File: src/rtl/bpm_estimator.sv
// bpm_estimator: heart-rate estimator for a pulse sensor.
// Samples are checked against a hysteresis threshold pair to detect beats.
// The beat-to-beat interval is measured in 4 ms ticks. A restoring divider
// then turns 15000 / interval into beats per minute.
//
// Ports
//   clk             single clock
//   reset           asynchronous, active-high
//   sample_in       pulse-sensor sample (BITS wide)
//   sample_valid    qualifier for sample_in
//   BPM_estimate    registered BPM, 0 after reset or timeout
//   pulse_amplitude registered peak-to-trough of the last accepted beat
//   bpm_valid       one-cycle strobe when BPM_estimate is written
//   beat_pulse      one-cycle strobe per detected beat
//
// state    | meaning
// S_FIRST  | no prior beat; the next beat only starts interval timing
// S_TRACK  | timing the interval since the last beat
// S_DIVIDE | computing 15000 / interval, one quotient bit per cycle
module bpm_estimator #(
   parameter int BITS          = 8,
   parameter int TICK_CYCLES   = 200000,
   parameter int THRESH_HI     = 160,
   parameter int THRESH_LO     = 96,
   parameter int MIN_TICKS     = 75,
   parameter int MAX_TICKS     = 375,
   parameter int TIMEOUT_TICKS = 500
) (
   input  logic                     clk,
   input  logic                     reset,
   input  logic [BITS-1:0]          sample_in,
   input  logic                     sample_valid,
   output logic [$clog2(201)-1:0]   BPM_estimate,
   output logic [BITS-1:0]          pulse_amplitude,
   output logic                     bpm_valid,
   output logic                     beat_pulse
);

   localparam int BW = $clog2(201);
   localparam int TW = (TICK_CYCLES > 1) ? $clog2(TICK_CYCLES) : 1;
   localparam logic [TW-1:0]   TICK_LAST = TW'(TICK_CYCLES - 1);
   localparam logic [BITS-1:0] TH_HI     = BITS'(THRESH_HI);
   localparam logic [BITS-1:0] TH_LO     = BITS'(THRESH_LO);
   localparam logic [8:0]      MIN_T     = 9'(MIN_TICKS);
   localparam logic [8:0]      MAX_T     = 9'(MAX_TICKS);
   localparam logic [8:0]      TMO_T     = 9'(TIMEOUT_TICKS);
   localparam logic [13:0]     DIVIDEND  = 14'd15000;

   typedef enum logic [1:0] {S_FIRST, S_TRACK, S_DIVIDE} state_t;

   state_t            state, state_next;
   logic [TW-1:0]     tick_cnt;
   logic              tick_4ms;
   logic [8:0]        interval;
   logic              armed;
   logic [BITS-1:0]   max_val, min_val, max_next, min_next, amp_next;
   logic              hi_hit, beat, timeout, start_div, div_last;
   logic [8:0]        divisor;
   logic [8:0]        rem;
   logic [13:0]       dvd, quo;
   logic [3:0]        div_step;
   logic [9:0]        trial;
   logic              trial_ge;

   assign tick_4ms = (tick_cnt == '0);
   assign hi_hit   = sample_valid && armed && (sample_in >= TH_HI);
   assign div_last = (div_step == 4'd14);

   // Running extremes include the current sample so the beat sample itself
   // takes part in the peak-to-trough measurement.
   always_comb begin
      max_next = max_val;
      min_next = min_val;
      if (sample_valid) begin
         if (sample_in > max_val) max_next = sample_in;
         if (sample_in < min_val) min_next = sample_in;
      end
      amp_next = (max_next >= min_next) ? (max_next - min_next) : '0;
   end

   always_comb begin
      trial    = {rem, dvd[13]};
      trial_ge = (trial >= {1'b0, divisor});
   end

   always_ff @(posedge clk or posedge reset) begin
      if (reset) state <= S_FIRST;
      else       state <= state_next;
   end

   always_comb begin
      state_next = state;
      beat       = 1'b0;
      timeout    = 1'b0;
      start_div  = 1'b0;
      case (state)
         S_FIRST: begin
            if (hi_hit) begin
               beat       = 1'b1;
               state_next = S_TRACK;
            end
         end
         S_TRACK: begin
            if (hi_hit && (interval >= MIN_T)) begin
               beat = 1'b1;
               if (interval <= MAX_T) begin
                  start_div  = 1'b1;
                  state_next = S_DIVIDE;
               end
            end else if (interval >= TMO_T) begin
               timeout    = 1'b1;
               state_next = S_FIRST;
            end
         end
         S_DIVIDE: begin
            if (div_last) state_next = S_TRACK;
         end
         default: state_next = S_FIRST;
      endcase
   end

   always_ff @(posedge clk or posedge reset) begin
      if (reset) begin
         tick_cnt        <= '0;
         interval        <= '0;
         armed           <= 1'b1;
         max_val         <= '0;
         min_val         <= '1;
         pulse_amplitude <= '0;
         BPM_estimate    <= '0;
         bpm_valid       <= 1'b0;
         beat_pulse      <= 1'b0;
         divisor         <= '0;
         rem             <= '0;
         dvd             <= '0;
         quo             <= '0;
         div_step        <= '0;
      end else begin
         beat_pulse <= beat;
         bpm_valid  <= 1'b0;

         tick_cnt <= tick_4ms ? TICK_LAST : tick_cnt - 1'b1;

         // A beat wins over a coincident tick so the new interval starts at 0.
         if (beat)                               interval <= '0;
         else if (tick_4ms && interval != 9'h1FF) interval <= interval + 1'b1;

         if (beat)                                     armed <= 1'b0;
         else if (sample_valid && sample_in < TH_LO)   armed <= 1'b1;

         if (beat) begin
            pulse_amplitude <= amp_next;
            max_val         <= sample_in;
            min_val         <= sample_in;
         end else begin
            max_val <= max_next;
            min_val <= min_next;
         end

         if (timeout) begin
            BPM_estimate    <= '0;
            pulse_amplitude <= '0;
            bpm_valid       <= 1'b1;
         end

         if (start_div) begin
            divisor  <= interval;
            dvd      <= DIVIDEND;
            rem      <= '0;
            quo      <= '0;
            div_step <= '0;
         end else if (state == S_DIVIDE) begin
            if (!div_last) begin
               rem      <= trial_ge ? 9'(trial - {1'b0, divisor}) : trial[8:0];
               quo      <= {quo[12:0], trial_ge};
               dvd      <= {dvd[12:0], 1'b0};
               div_step <= div_step + 1'b1;
            end else begin
               BPM_estimate <= (quo > 14'd200) ? BW'(200) : quo[BW-1:0];
               bpm_valid    <= 1'b1;
            end
         end
      end
   end

endmodule
File: config.mk
export PLATFORM = sky130hd
export DESIGN_NAME = bpm_estimator
export DESIGN_NICKNAME = d
export VERILOG_FILES = /design/src/rtl/bpm_estimator.sv
export SDC_FILE = /design/constraint.sdc
export NUM_CORES = 1
export LEC_CHECK = 0
export CORE_ASPECT_RATIO = 2
export CORE_UTILIZATION = 61
export DETAILED_ROUTE_END_ITERATION = 8
export PLACE_DENSITY = 0.88
export SLEW_MARGIN = 20
export SYNTH_ARGS = -nofsm -noshare
export SYNTH_HDL_FRONTEND = slang
export SYNTH_SLANG_ARGS = --single-unit
File: constraint.sdc
create_clock -name clk -period 4.51 [get_ports clk]
set_clock_uncertainty 0.1 [all_clocks]
set_input_delay 1.1275 -clock clk [delete_from_list [all_inputs] [get_ports clk]]
set_output_delay 1.1275 -clock clk [all_outputs]
set_load 0.01 [all_outputs]
==> After elaboration in Yosys (flattened, before gate mapping) <==
Cells that the tools add are included.
Widths: inputs -> output; s select.
{ "totals": {"register_bits": 114, "input_bits": 11, "wordCells": 103} }
{ "classes": {"add_sub_neg": 5, "order_cmp": 10, "n_eq_ne": 9, "n_mux": 51, "reduce_logical": 13} }
{ "ops": {"columns": ["cell", "count"], "rows": [
  ["$mux 8", 14],
  ["$mux 14", 6],
  ["$mux 9", 6],
  ["$logic_not 18->1", 1],
  ["$mux 18", 1],
  ["$sub 18x1->18 const B", 1],
  ["$gt 14x8->1 const B", 1],
  ["$mux 1", 14],
  ["$mux 4", 3],
  ["$ge 10x9->1", 1],
  ["$mux 2", 5],
  ["$add 9x1->9 const B", 1],
  ["$ge 9x7->1 const B", 1],
  ["$ge 9x9->1 const B", 1],
  ["$le 9x9->1 const B", 1],
  ["$ne 9x9->1 const B", 1],
  ["$sub 9x9->9", 1],
  ["$ge 8x8->1", 1],
  ["$ge 8x8->1 const B", 1],
  ["$gt 8x8->1", 1],
  ["$lt 8x7->1 const B", 1],
  ["$lt 8x8->1", 1],
  ["$reduce_bool 2->1", 4],
  ["$sub 8x8->8", 1],
  ["other kinds (12)", 19]
]} }

==> Logic depth before layout (Yosys ltp) <==
Gate-level depths: netlist (run 1).
{ "logic_depth": {"depth_word": 9, "mapped_depth": 18, "mapped_depth_nobuf": 17} }

==> Worst setup path before layout (run 1) <==
Ideal clock, no wire load.
{ "synth_path": {"path_type": "input-to-reg", "startpoint": "input port sample_in[3]", "endpoint": "register pulse_amplitude[2]", "setup_ns": 0.122, "arrival_time_ns": 4.354, "required_time_ns": 4.288, "slack_ns": -0.066, "cell_stages": 15, "n_path_buf": 1, "cell_sequence": "ha_1 -> nand4_1 -> or3b_2 -> a21oi_1 -> nor2_1 -> clkbuf_1 -> mux2i_1 -> inv_1 -> ha_1 -> a211oi_1 -> o21bai_1 -> maj3_1 -> a31oi_1 -> o21ai_1 -> a32o_1"} }
{ "synth_via": {"elab_chain_cells": 7} }
{ "synth_lines": {"columns": ["item", "line_no", "rtl"], "rows": [
  ["start: declaration", "31", "input logic [BITS-1:0] sample_in,"],
  ["$gt 8x8->1 or $lt 8x8->1 (tied branches)", "75, 76", null],
  ["$mux 8, on equally long branches", "75, 76", null],
  ["$mux 8", "74", "if (sample_valid) begin"],
  ["$sub 8x8->8 or $ge 8x8->1 (tied branches)", "78", "amp_next = (max_next >= min_next) ? (max_next - min_next) : '0;"],
  ["$mux 8", "78", null],
  ["$mux 8", "151", "if (beat) begin"],
  ["$mux 8", "160", "if (timeout) begin"],
  ["end signal: assignment", "152", "pulse_amplitude <= amp_next;"],
  ["end: declaration", "34", "output logic [BITS-1:0] pulse_amplitude,"]
]} }
Parallel ways exist; a longest one is shown, timed or not. The select of a mux whose other input is x is not followed.
A chain may end at the register's enable or synchronous reset.

==> Worst setup path in the final report (run 1) <==
{ "layout_path": {"startpoint": "input port sample_in[0]", "endpoint": "register pulse_amplitude[2]"} }
Same word-level chain as after synthesis.

==> results of run 1 <==
[final timing paths]
path,startpoint,to,slack [ns]
setup / recovery,sample_in[0],pulse_amplitude[2],-0.08
hold / removal,tick_cnt[0],tick_cnt[0],0.36
hold reg to reg,tick_cnt[0],tick_cnt[0],0.36
setup reg to reg,max_val[3],pulse_amplitude[2],0.30
max in group asynchronous,reset,rem[4],2.40
min in group asynchronous,reset,tick_cnt[5],1.17
[critical path, cell delays in order]
cell	delay [ns]
dlymetal6s2s_1	0.14
inv_1	0.09
ha_1	0.31
nand4_1	0.14
or3b_4	0.41
a21oi_4	0.16
nor2_4	0.07
buf_4	0.17
nor2_2	0.19
a21oi_2	0.08
ha_2	0.18
inv_1	0.09
ha_2	0.20
a211oi_1	0.05
o21bai_1	0.40
maj3_2	0.36
a31oi_4	0.11
o21ai_4	0.25
a32o_1	0.23
[repair_timing]
action	4_1_cts	5_1_grt
hold buffers	0	0
gates resized for setup	9	39
pin swaps	2	14
buffers inserted	0	1
setup endpoints to repair	8	8
cloned	0	0
[cells in the final DEF, fill, tap and decap left out, drive strengths merged, types with 11 or more instances in the layout]
master         count
nor2              74
ha                38
o21ai             48
a21oi             33
inv               50
o22ai             11
clkdlybuf4s50     20
nand2             96
xor2              16
xnor2             14
a22o              12
dfrtp            102
buf               52
[per-stage QoR]
step / hold WS, ns / power [mW] / worst slack [ns] / util, %
after floorplan: 0.322 / 3.14 / 0.0412 / -
after global placement: 0.341 / 3.96 / -0.381 / 71.3
after detailed placement: 0.347 / 4.09 / -0.477 / 71.3
after CTS: 0.361 / 4.98 / 0.000613 / 74.9
after global routing: 0.400 / 5.78 / -0.212 / 76.9
final: 0.357 / 5.47 / -0.0825 / 76.9
[routing by layer]
layer | wire [um] | up-vias | track usage [%]
met5 | 13 | - | 0
met4 | 1770 | 2 | 23.5
met3 | 1310 | 146 | 8.36
met2 | 8740 | 298 | 55.7
met1 | 5860 | 2578 | 35.0
li1 | - | 2365 | -
[cells by family after synthesis]
kind of cell,after synthesis,share of synthesized area [%]
flops,111,46.6
xor+xnor,30,4.39
fa+ha+maj,41,8.62
mux,14,2.47
simple gates,232,17.7
buf+inv,74,4.71
compound gates,148,15.5
[power by group through the flow]
| stage | sequential (mW) | combinational (mW) | clock (mW) |
|---|---|---|---|
| 2_1_floorplan | 1.59 | 1.55 | 0 |
| 3_3_place_gp | 1.64 | 2.33 | 0 |
| 3_5_place_dp | 1.65 | 2.44 | 0 |
| 4_1_cts | 1.64 | 2.56 | 0.778 |
| 5_1_grt | 1.72 | 3.22 | 0.838 |
| 6_report | 1.69 | 2.99 | 0.788 |
[registers in the layout (all words and copies together), names as in the netlist]
name and count:
BPM_estimate 8, armed 1, beat_pulse 1, bpm_valid 1
div_step 4, divisor 9, dvd 11, interval 9
max_val 8, min_val 8, pulse_amplitude 8, quo 14
rem 9, state 2, tick_cnt 18
[cell type report]
type                            instances  area, um^2  share of cell area (%)
Clock inverter                          6        51.3                   0.706
Sequential cell                       111        2790                    38.4
Inverter                               48         183                    2.51
Clock buffer                           10         239                    3.29
Tap cell                              130         163                    2.24
Multi-Input combinational cell        465        3140                    43.2
Timing Repair Buffer                   80         703                    9.68
==> run summary, run 1 <==
status: finished, violations left
failing checks: negative setup slack
Comb power frac: 54.7%
cell with the most instances after synthesis: dfrtp_1
Placer Congestion: 0.960
Die Height: 142 um
sequential power share: 30.9%
port bufs: 28
Final Cell Area: 0.00727 mm^2
PwrDens: 753 mW/mm^2
Final Worst Setup Slack: -0.0825 ns
DRC violation count after routing: 0
Int Pwr: 3.13 mW
Leak: 3.42 nW
root buffer cell: clkbuf_16
Synth top cells by count: dfrtp_1 (102), nand2_1 (96), nor2_1 (72)
Hold Crit Class: reg2reg
Syn Inst Count: 650
max_slew headroom: 37.0%
post-route ant nets: 0
clock share of power: 14.4%
max_cap viols: 0
CP required: 4.70 ns
area share of the largest cell type after synthesis: 42.7%
Cell variety after synth: 60
Avg Inst Size Synth: 9.20 um^2
Die X: 72.0 um
final hold violation count: 0
hold path cells: 1
post-DR wirelength/cell: 20.8 um
Post-synth EDFFs: 0
Crit. End Element: flip-flop
vias in the first global route: 5280
DR vias/cell: 6.34
# IOs: 29
syn_nets: 700
initial antenna violation count: 1
DP Cell Count: 833
largest net degree at the start of global routing: 61
maximum vdd drop: 0.396 mV
final net count: 765
post-synthesis instance area: 0.00598 mm^2
Pre-antenna DRT Iters: 7
ranking of synthesized cells by area: dfrtp_1 (43%), ha_1 (7.9%), nand2_1 (6.0%)
first-pass GRT wire length: 25400 um
# rows: 50
Worst Path Max Fanout: 8
setup_tns: -0.170 ns
CP startpoint kind: input port
Clock Pin Slew Worst Setup and Hold Paths: 0.08 ns
register area share after synthesis: 46.6%
Sink Count: 111
ys flop type: dfrtp_1
Synth async-reset ratio: 100%
final non-filler cell total: 850
synth warn: 0
switching pwr: 2.34 mW
dpl hpwl: 10200 um
max-slew violation count: 0
core footprint: 0.00945 mm^2
Initial Utilization: 63.3%
final worst path period share: 102%
CTS tree: yes
H-tree Lvls: 3
final-report setup violation count: 7
diodes inserted: 0
Inserted Clock Buffers: 9
Arrival @ worst endpoint: 4.78 ns
Period minus WS final: 4.59 ns
Clock Path Buffers: 2
filler instances: 535
Placed Area: 0.00674 mm^2
Reg2Reg Depth: 18
sw frac: 42.7%
worst slew pin tran: 0.945 ns
#FFs+latches synth: 111
layout overhead on the synthesized area: 21.5%
Routed WL: 17700 um
via count: 5389
share of cells above drive strength 1: 16.7%
clk_lat worst skew: 0.36 ns
FMAX: 218 MHz
area leader, netlist: dfrtp_1
Die Footprint: 0.0102 mm^2
Global Route Usage Sum: 32.9%
Initial DRC Count: 599
total congestion overflow: 0
CP Class: in2reg
(Power assumes the default switching activity.)
==> run 2: changes to the inputs <==
CORE_UTILIZATION = 55   (was 61)
GPL_TIMING_DRIVEN = 0   (was unset)
PLACE_DENSITY = 0.81   (was 0.88)
==> run summary, run 2 (synthesis results as in run 1) <==
status: completed (was finished, violations left)
via count: 4888 (was 5389)
max_cap viols: 0 (unchanged)
Placer Congestion: 0.978 (was 0.960)
hold buffer count at cts: 0 (unchanged)
hold path cells: 1 (unchanged)
diodes inserted: 0 (unchanged)
slowest stage delay, CP: 0.37 ns (was 0.41 ns)
most frequent cells in the layout: dfrtp_1 (102), nand2_1 (96), nor2_1 (70), inv_1 (46), o21ai_0 (43) (was dfrtp_1 (102), nand2_1 (96), nor2_1 (69), buf_4 (51), inv_1 (46))
setup_tns: 0 ns (was -0.170 ns)
CP Class: in2reg (unchanged)
RSZ-0062 raised after global routing: false
FMAX: 232 MHz (was 218 MHz)
clk_lat worst skew: 0.35 ns (was 0.36 ns)
post-DR wirelength/cell: 17.3 um (was 20.8 um)
switching pwr: 1.93 mW (was 2.34 mW)
Initial DRC Count: 383 (was 599)
layout overhead on the synthesized area: 16.4% (was 21.5%)
sw frac: 39.5% (was 42.7%)
PwrDens: 701 mW/mm^2 (was 753 mW/mm^2)
initial antenna violation count: 0 (was 1)
Tot Pwr: 4.88 mW (was 5.47 mW)
max FFs per register: 18 (unchanged)
final worst path period share: 95.6% (was 102%)
final-report setup violation count: 0 (was 7)
core footprint: 0.0105 mm^2 (was 0.00945 mm^2)
Clock Path Buffers: 2 (unchanged)
Die Footprint: 0.0113 mm^2 (was 0.0102 mm^2)
DR vias/cell: 5.85 (was 6.34)
vias in the first global route: 5079 (was 5280)
Hold Crit Class: reg2reg (unchanged)
share of cells above drive strength 1: 10.9% (was 16.7%)
Sink Count: 111 (unchanged)
multi-input logic area: 0.00308 mm^2 (was 0.00314 mm^2)
largest net degree at the start of global routing: 86 (was 61)
Period minus WS final: 4.31 ns (was 4.59 ns)
Int Pwr: 2.95 mW (was 3.13 mW)
FF/Latch Area: 0.00279 mm^2 (unchanged)
Leak: 3.17 nW (was 3.42 nW)
Comb power frac: 47.5% (was 54.7%)
Die X: 75.7 um (was 72.0 um)
max_slew headroom: 50.0% (was 37.0%)
CP dominant cell by count: inv_1
sequential power share: 33.8% (was 30.9%)
post-route ant nets: 0 (unchanged)
CP max stage cell: maj3_1 (was or3b_4)
# IOs: 29 (unchanged)
leading cell type in the layout, fill and taps excluded: dfrtp_1 (unchanged)
Initial Utilization: 56.7% (was 63.3%)
critical-path cell list: clkbuf_2 -> inv_1 -> ha_1 -> nand4_1 -> or3b_4 -> a21oi_4 -> nor2_4 -> mux2i_4 -> inv_1 -> ha_4 -> a211oi_2 -> o21bai_1 -> maj3_1 -> a31oi_1 -> o21ai_2 -> a32o_1 (was dlymetal6s2s_1 -> inv_1 -> ha_1 -> nand4_1 -> or3b_4 -> a21oi_4 -> nor2_4 -> buf_4 -> nor2_2 -> a21oi_2 -> ha_2 -> inv_1 -> ha_2 -> a211oi_1 -> o21bai_1 -> maj3_2 -> a31oi_4 -> o21ai_4 -> a32o_1)
root buffer cell: clkbuf_16 (unchanged)
H-tree Lvls: 3 (unchanged)
Inserted Clock Buffers: 9 (unchanged)
dpl hpwl: 10300 um (was 10200 um)
# rows: 53 (was 50)
Pre-antenna DRT Iters: 6 (was 7)
Die Height: 149 um (was 142 um)
port bufs: 28 (unchanged)
filler instances: 798 (was 535)
Reg2Reg Depth: 15 (was 18)
maximum vdd drop: 0.328 mV (was 0.396 mV)
Routed WL: 14400 um (was 17700 um)
CP required: 4.65 ns (was 4.70 ns)
Worst Path Max Fanout: 8 (unchanged)
Largest regs: tick_cnt (18), quo (14), dvd (11) (unchanged)
Arrival @ worst endpoint: 4.45 ns (was 4.78 ns)
total congestion overflow: 0 (unchanged)
first-pass GRT wire length: 23900 um (was 25400 um)
Clock Pin Slew Worst Setup and Hold Paths: 0.08 ns (about the same)
Crit. End Element: flip-flop (unchanged)
Global Route Usage Sum: 28.1% (was 32.9%)
worst slew pin tran: 0.744 ns (was 0.945 ns)
final net count: 743 (was 765)
max-slew violation count: 0 (unchanged)
clock share of power: 18.8% (was 14.4%)
CP startpoint kind: input port (unchanged)
final hold violation count: 0 (unchanged)
DRC violation count after routing: 0 (unchanged)
Most flops, register: tick_cnt (unchanged)
CTS tree: yes (unchanged)
==> run 2: layer usage <==
layer	GRT usage (%)	vias up	wire length [um]
met1	31.1	2391	5350
met2	48.7	121	7960
met3	3.97	50	338
met4	16.9	0	757
met5	0	-	0
li1	-	2326	-
==> run 2: what timing repair did <==
action	in CTS	in global routing
gates resized for setup	32	28
buffers inserted	2	2
endpoints found under the setup margin	8	8
pin swaps	5	8
==> run 2: cell type report <==
type                            count  share of cell area, %
Buffer                             25                   1.44
Clock buffer                       10                   3.29
Clock inverter                      6                   1.65
Inverter                           48                   2.66
Multi-Input combinational cell    465                   44.2
Sequential cell                   111                   40.0
Tap cell                          137                   2.46
Timing Repair Buffer               33                   4.28
==> run 2: final timing paths <==
path                                       to          from  slack (ns)
hold / removal                    tick_cnt[0]   tick_cnt[0]        0.35
setup reg to reg           pulse_amplitude[2]    max_val[3]        0.62
max in group asynchronous          min_val[2]         reset        2.57
setup / recovery           pulse_amplitude[2]  sample_in[0]        0.20
min in group asynchronous         tick_cnt[4]         reset        1.01
hold reg to reg                   tick_cnt[0]   tick_cnt[0]        0.35
==> run 2: worst max-delay path, delay by kind of cell <==
kind	cells	cell delay [ns]
AOI/OAI and AO/OA	6	1.00
adders and majority gates	3	0.89
buffers and inverters	3	0.34
muxes	1	0.35
and+or+nand+nor	3	0.74
==> run 2: metrics by stage <==
stage	utilization (%)	hold slack [ns]	worst slack, ns	instances	area [um^2]
floorplan	-	0.322	0.0412	650	5990
global placement	61.1	0.340	-1.08	815	6440
detailed placement	61.4	0.346	-1.24	816	6470
CTS	65.6	0.355	0.00156	834	6920
global route	66.1	0.389	0.0401	835	6970
finish	66.1	0.351	0.198	835	6970
==> run 2: power by group through the flow <==
stage	clock network (mW)	logic [mW]	registers [mW]
final	0.915	2.32	1.65
after global routing	0.963	2.59	1.68
after CTS	0.920	2.21	1.64
after detailed placement	0	2.09	1.65
after global placement	0	2.00	1.62
after floorplan	0	1.55	1.59
